==> src/rtl/haraka_pkg.sv <==
// Shared types and constants for the Haraka-S sponge controller.
package haraka_pkg;

  localparam int RATE_W  = 256;
  localparam int STATE_W = 512;

  typedef logic [RATE_W-1:0]  rate_t;
  typedef logic [STATE_W-1:0] state_t;

  typedef enum logic [2:0] {
    IDLE,
    ABSORB,
    PERM_LAUNCH,
    PERM_WAIT,
    SQUEEZE
  } sponge_st_e;

endpackage

==> src/rtl/haraka_sponge_ctrl.sv <==
// Haraka-S sponge controller: absorb rate blocks, drive an external Haraka-512 core, squeeze digests.
// Optional permutation watchdog is built when HARAKA_PERM_TMO_EN is defined.
module haraka_sponge_ctrl
  import haraka_pkg::*;
#(
  parameter int NUM_SQZ = 1
`ifdef HARAKA_PERM_TMO_EN
  ,
  parameter int PERM_TMO = 64
`endif
) (
  input  logic               clk,
  input  logic               rst,
  input  logic               blk_valid,
  output logic               blk_ready,
  input  logic [RATE_W-1:0]  blk_data,
  input  logic               blk_last,
  output logic               perm_start,
  output logic [STATE_W-1:0] perm_din,
  input  logic [STATE_W-1:0] perm_dout,
  input  logic               perm_done,
  output logic               dig_valid,
  input  logic               dig_ready,
  output logic [RATE_W-1:0]  dig_data,
  output logic               dig_last,
  output logic               busy,
  output logic               err
);

  localparam logic [3:0] LAST_IDX = 4'(NUM_SQZ - 1);

  sponge_st_e   fsm;
  state_t       state;
  logic         is_last;
  logic [3:0]   sqz_cnt;

`ifdef HARAKA_PERM_TMO_EN
  localparam int TMO_W = (PERM_TMO > 2) ? $clog2(PERM_TMO) : 2;
  logic [TMO_W-1:0] tmo_cnt;
`else
  assign err = 1'b0;
`endif

  assign perm_din = state;
  assign dig_data = state[RATE_W-1:0];

  // Outputs are registered, so each transition also loads the outputs of the state being entered.
  always_ff @(posedge clk) begin
    if (rst) begin
      fsm        <= IDLE;
      state      <= '0;
      is_last    <= 1'b0;
      sqz_cnt    <= 4'd0;
      blk_ready  <= 1'b0;
      perm_start <= 1'b0;
      dig_valid  <= 1'b0;
      dig_last   <= 1'b0;
      busy       <= 1'b0;
`ifdef HARAKA_PERM_TMO_EN
      tmo_cnt    <= '0;
      err        <= 1'b0;
`endif
    end else begin
      perm_start <= 1'b0;
      case (fsm)
        IDLE: begin
          fsm       <= ABSORB;
          blk_ready <= 1'b1;
          busy      <= 1'b1;
        end

        ABSORB: begin
          if (blk_valid && blk_ready) begin
            state[RATE_W-1:0] <= state[RATE_W-1:0] ^ blk_data;
            is_last    <= blk_last;
            blk_ready  <= 1'b0;
            perm_start <= 1'b1;
            fsm        <= PERM_LAUNCH;
          end
        end

        PERM_LAUNCH: begin
          fsm <= PERM_WAIT;
`ifdef HARAKA_PERM_TMO_EN
          tmo_cnt <= '0;
`endif
        end

        PERM_WAIT: begin
          if (perm_done) begin
            state <= perm_dout;
`ifdef HARAKA_PERM_TMO_EN
            tmo_cnt <= '0;
`endif
            if (is_last) begin
              fsm       <= SQUEEZE;
              dig_valid <= 1'b1;
              dig_last  <= (sqz_cnt == LAST_IDX);
            end else begin
              fsm       <= ABSORB;
              blk_ready <= 1'b1;
            end
          end
`ifdef HARAKA_PERM_TMO_EN
          // err rises one cycle before the abort so it is visible on the final waiting cycle.
          else if (tmo_cnt == TMO_W'(PERM_TMO - 1)) begin
            err       <= 1'b1;
            state     <= '0;
            is_last   <= 1'b0;
            sqz_cnt   <= 4'd0;
            tmo_cnt   <= '0;
            blk_ready <= 1'b1;
            fsm       <= ABSORB;
          end else begin
            tmo_cnt <= tmo_cnt + 1'b1;
            if (tmo_cnt == TMO_W'(PERM_TMO - 2)) begin
              err <= 1'b1;
            end
          end
`endif
        end

        SQUEEZE: begin
          if (dig_ready) begin
            dig_valid <= 1'b0;
            dig_last  <= 1'b0;
            if (dig_last) begin
              state     <= '0;
              sqz_cnt   <= 4'd0;
              is_last   <= 1'b0;
              blk_ready <= 1'b1;
              fsm       <= ABSORB;
            end else begin
              sqz_cnt    <= sqz_cnt + 4'd1;
              perm_start <= 1'b1;
              fsm        <= PERM_LAUNCH;
            end
          end
        end

        default: begin
          fsm <= IDLE;
        end
      endcase
    end
  end

endmodule

==> config.mk <==
export PLATFORM = sky130hd
export DESIGN_NAME = haraka_sponge_ctrl
export DESIGN_NICKNAME = d
export VERILOG_FILES = /design/src/rtl/haraka_pkg.sv /design/src/rtl/haraka_sponge_ctrl.sv
export SDC_FILE = /design/constraint.sdc
export NUM_CORES = 1
export LEC_CHECK = 0
export CORE_AREA = 2 2 607 609
export DETAILED_ROUTE_END_ITERATION = 8
export DIE_AREA = 0 0 609 611
export SETUP_SLACK_MARGIN = 0.15
export SLEW_MARGIN = 25
export SYNTH_ARGS = -nofsm -noshare
export SYNTH_HDL_FRONTEND = slang
export SYNTH_SLANG_ARGS = --single-unit
==> constraint.sdc <==
create_clock -name clk -period 4.1 [get_ports clk]
set_input_delay 0.82 -clock clk [delete_from_list [all_inputs] [get_ports clk]]
set_output_delay 0.82 -clock clk [all_outputs]
set_load 0.1 [all_outputs]
==> flow_metrics.env <==
export IMPL_p_per_area_nw_per_um2=422.4
export IMPL_dr_pass1_iters=6
export IMPL_setup_slack_ps=655.7
export IMPL_drive_gt1_frac=0.08655
export IMPL_track_usage=0.1483
export IMPL_htreeDepth=3
export IMPL_yosysWarnings=0
export IMPL_maxSlewHeadroom=0.2364
export IMPL_drc=0
export IMPL_fmax_ghz=0.2903
export IMPL_run_status="completed"
export IMPL_drt_iter0_drc=3517
export IMPL_post_cts_buffers=0
export IMPL_grt_max_degree=173
export IMPL_synth_nets=4314
export IMPL_max_stage_delay_ps=1290
export IMPL_syn_inst=3538
export IMPL_numCtsBuffers=77
export IMPL_skew_ps=94.01
export IMPL_layout_commonest_cell="clkdlybuf4s50_1"
export IMPL_routed_wl_um=291400
export IMPL_crit_buf_inv=1
export IMPL_synth_edff_count=0
export IMPL_setup_tns_ps=0
export IMPL_postRouteAntennaNets=0
export IMPL_grt_first_pass_wirelength_um=361000
export IMPL_routed_via_density=3.570
export IMPL_start_util=0.07732
export IMPL_dp_hpwl_um=242600
export IMPL_synth_seq_area_share=0.3724
export IMPL_grt_setup_unrepaired="false"
export IMPL_layout_nets=5380
export IMPL_ir_worst_vdd_mv=0.2801
export IMPL_netlist_area_um2=28220
export IMPL_ys_types=36
export IMPL_mostFrequentLayoutCells="clkdlybuf4s50_1, dfxtp_1, a21oi_1"
export IMPL_post_drt_wl_per_cell_um=30.45
export IMPL_hold_path_class="reg2reg"
export IMPL_grt_antenna_before_repair=254
export IMPL_tritoncts="done"
export IMPL_hold_slack_ps=451.6
export IMPL_syn2layout_area_growth_pct=74.97
export IMPL_min_period_over_period=0.8401
export IMPL_clkTransAtPathRegs_ps=60
export IMPL_numClockSinks=525
export IMPL_insertion_delay_ps=820
export IMPL_overflow=0
export IMPL_via_count=34160
export IMPL_grt_pass1_vias=30940
export IMPL_drv_cap=0
export IMPL_crit_path_start_kind="flip-flop"
export IMPL_post_cts_resized=0
export IMPL_cts_hold_fix_buffers=0
export IMPL_ys_seq_elements=525
export IMPL_io_pins=1548
export IMPL_core_area_um2=365000
export IMPL_die_x_um=609
export IMPL_critical_path_top_delay_family="buffers and inverters"
export IMPL_cp_required_ps=3280
export IMPL_numPortBuffers=1546
export IMPL_clock_path_buffers=4
export IMPL_die_height_um=611
export IMPL_worstPathArrival_ps=2620
export IMPL_async_flop_share=0
export IMPL_final_fill_count=41730
export IMPL_finalSetupViolations=0
export IMPL_syn_avg_cell_area_um2=7.977
export IMPL_clockRootBuffer="clkbuf_16"
export IMPL_dieArea_um2=372100
export IMPL_period_needed_ps=3444
export IMPL_worstMarginPinSlew_ps=1142
export IMPL_hold_viol=0
export IMPL_cp_max_fo=11
export IMPL_crit_type="reg2out"
export IMPL_p_leak_nw=14.89
export IMPL_ys_flop_type="dfxtp_1"
export IMPL_rows=222
export IMPL_end_kind="output pin"
export IMPL_crit_slowest_cell="clkdlybuf4s50_1"
export IMPL_path_cells="clkdlybuf4s50_1"
export IMPL_routabilityCongestion=0.9542
export IMPL_drv_slew=0
export IMPL_place_worst_setup_slack_ps=724.4
==> cell type report <==
cell class                 count  area [um^2]  share of cell area
antenna                       97        242.7            0.004916
clock buffer                 105         2185             0.04424
clock inverter                26        351.6            0.007120
inverter                       5        18.77           0.0003801
multi-input combinational   2379        14300              0.2896
sequential                   525        10510              0.2129
tap                         4816         6026              0.1220
timing repair buffer        1616        15740              0.3188
==> per-layer routing <==
metal  wire length (um)  vias to the layer above  global-route usage
met4              16900                       70             0.07657
met2             146900                     2042              0.2618
met3              26080                      649             0.05120
met1             101000                    16660              0.1550
li1                   -                    14750                   -
met5                472                        -                   0
==> state kept, by name, indices dropped and copies added, names as in the netlist <==
signal	count
fsm	3
dig_valid	1
perm_din	512
busy	1
dig_last	1
perm_start	1
sqz_cnt	4
blk_ready	1
is_last	1
==> final timing paths <==
check                                   start       endpoint  slack [ps]  cells after the start
worst max-delay path                 dig_last       dig_last         660                      1
worst min-delay path            perm_din[437]  perm_din[437]         450                      2
worst max register to register         fsm[1]  perm_din[372]         950                      5
worst min register to register  perm_din[437]  perm_din[437]         450                      2
==> synth_stat cells (5+ instances only) <==
library cell  instances  area share
a21oi_1             521       0.092
nand2_1             265       0.035
nor3_1                5     0.00089
o211ai_1            257       0.068
a2bb2oi_1           257       0.080
clkbuf_1            243       0.032
nor2_1               11      0.0015
buf_4               272       0.072
dfxtp_1             525        0.37
nand3_1             516       0.092
xnor2_1             257       0.080
buf_2                72       0.013
inv_1                 5     0.00067
buf_1                42      0.0056
o21ai_0             259       0.046
==> power by group <==
group | switching (mW) | internal [mW]
clock network | 2.96 | 4.11
registers | 0.408 | 5.40
logic | 5.73 | 2.25
==> logic make-up after synthesis <==
kind of cell / Yosys count / synth area share
AO/OA/AOI/OAI: 1303 / 0.2890
other: 1 / 0.0001329
adder cells (fa/ha/maj): 2 / 0.0008865
flip-flops: 525 / 0.3724
buffers and inverters: 634 / 0.1237
XOR/XNOR: 257 / 0.07976
multiplexers: 1 / 0.0003990
AND/OR/NAND/NOR: 815 / 0.1337
==> through the flow <==
| step | power (mW) | instance area [um^2] | instances | util |
|---|---|---|---|---|
| 2_1_floorplan | 11.25 | 28220 | 3538 | - |
| 3_3_place_gp | 13.92 | 46700 | 9341 | 0.1279 |
| 3_5_place_dp | 13.91 | 46640 | 9341 | 0.1278 |
| 4_1_cts | 21.17 | 49170 | 9472 | 0.1347 |
| 5_1_grt | 21.53 | 49250 | 9518 | 0.1349 |
| 6_report | 20.86 | 49380 | 9569 | 0.1353 |
No activity file was read; power rests on OpenSTA's default activity.
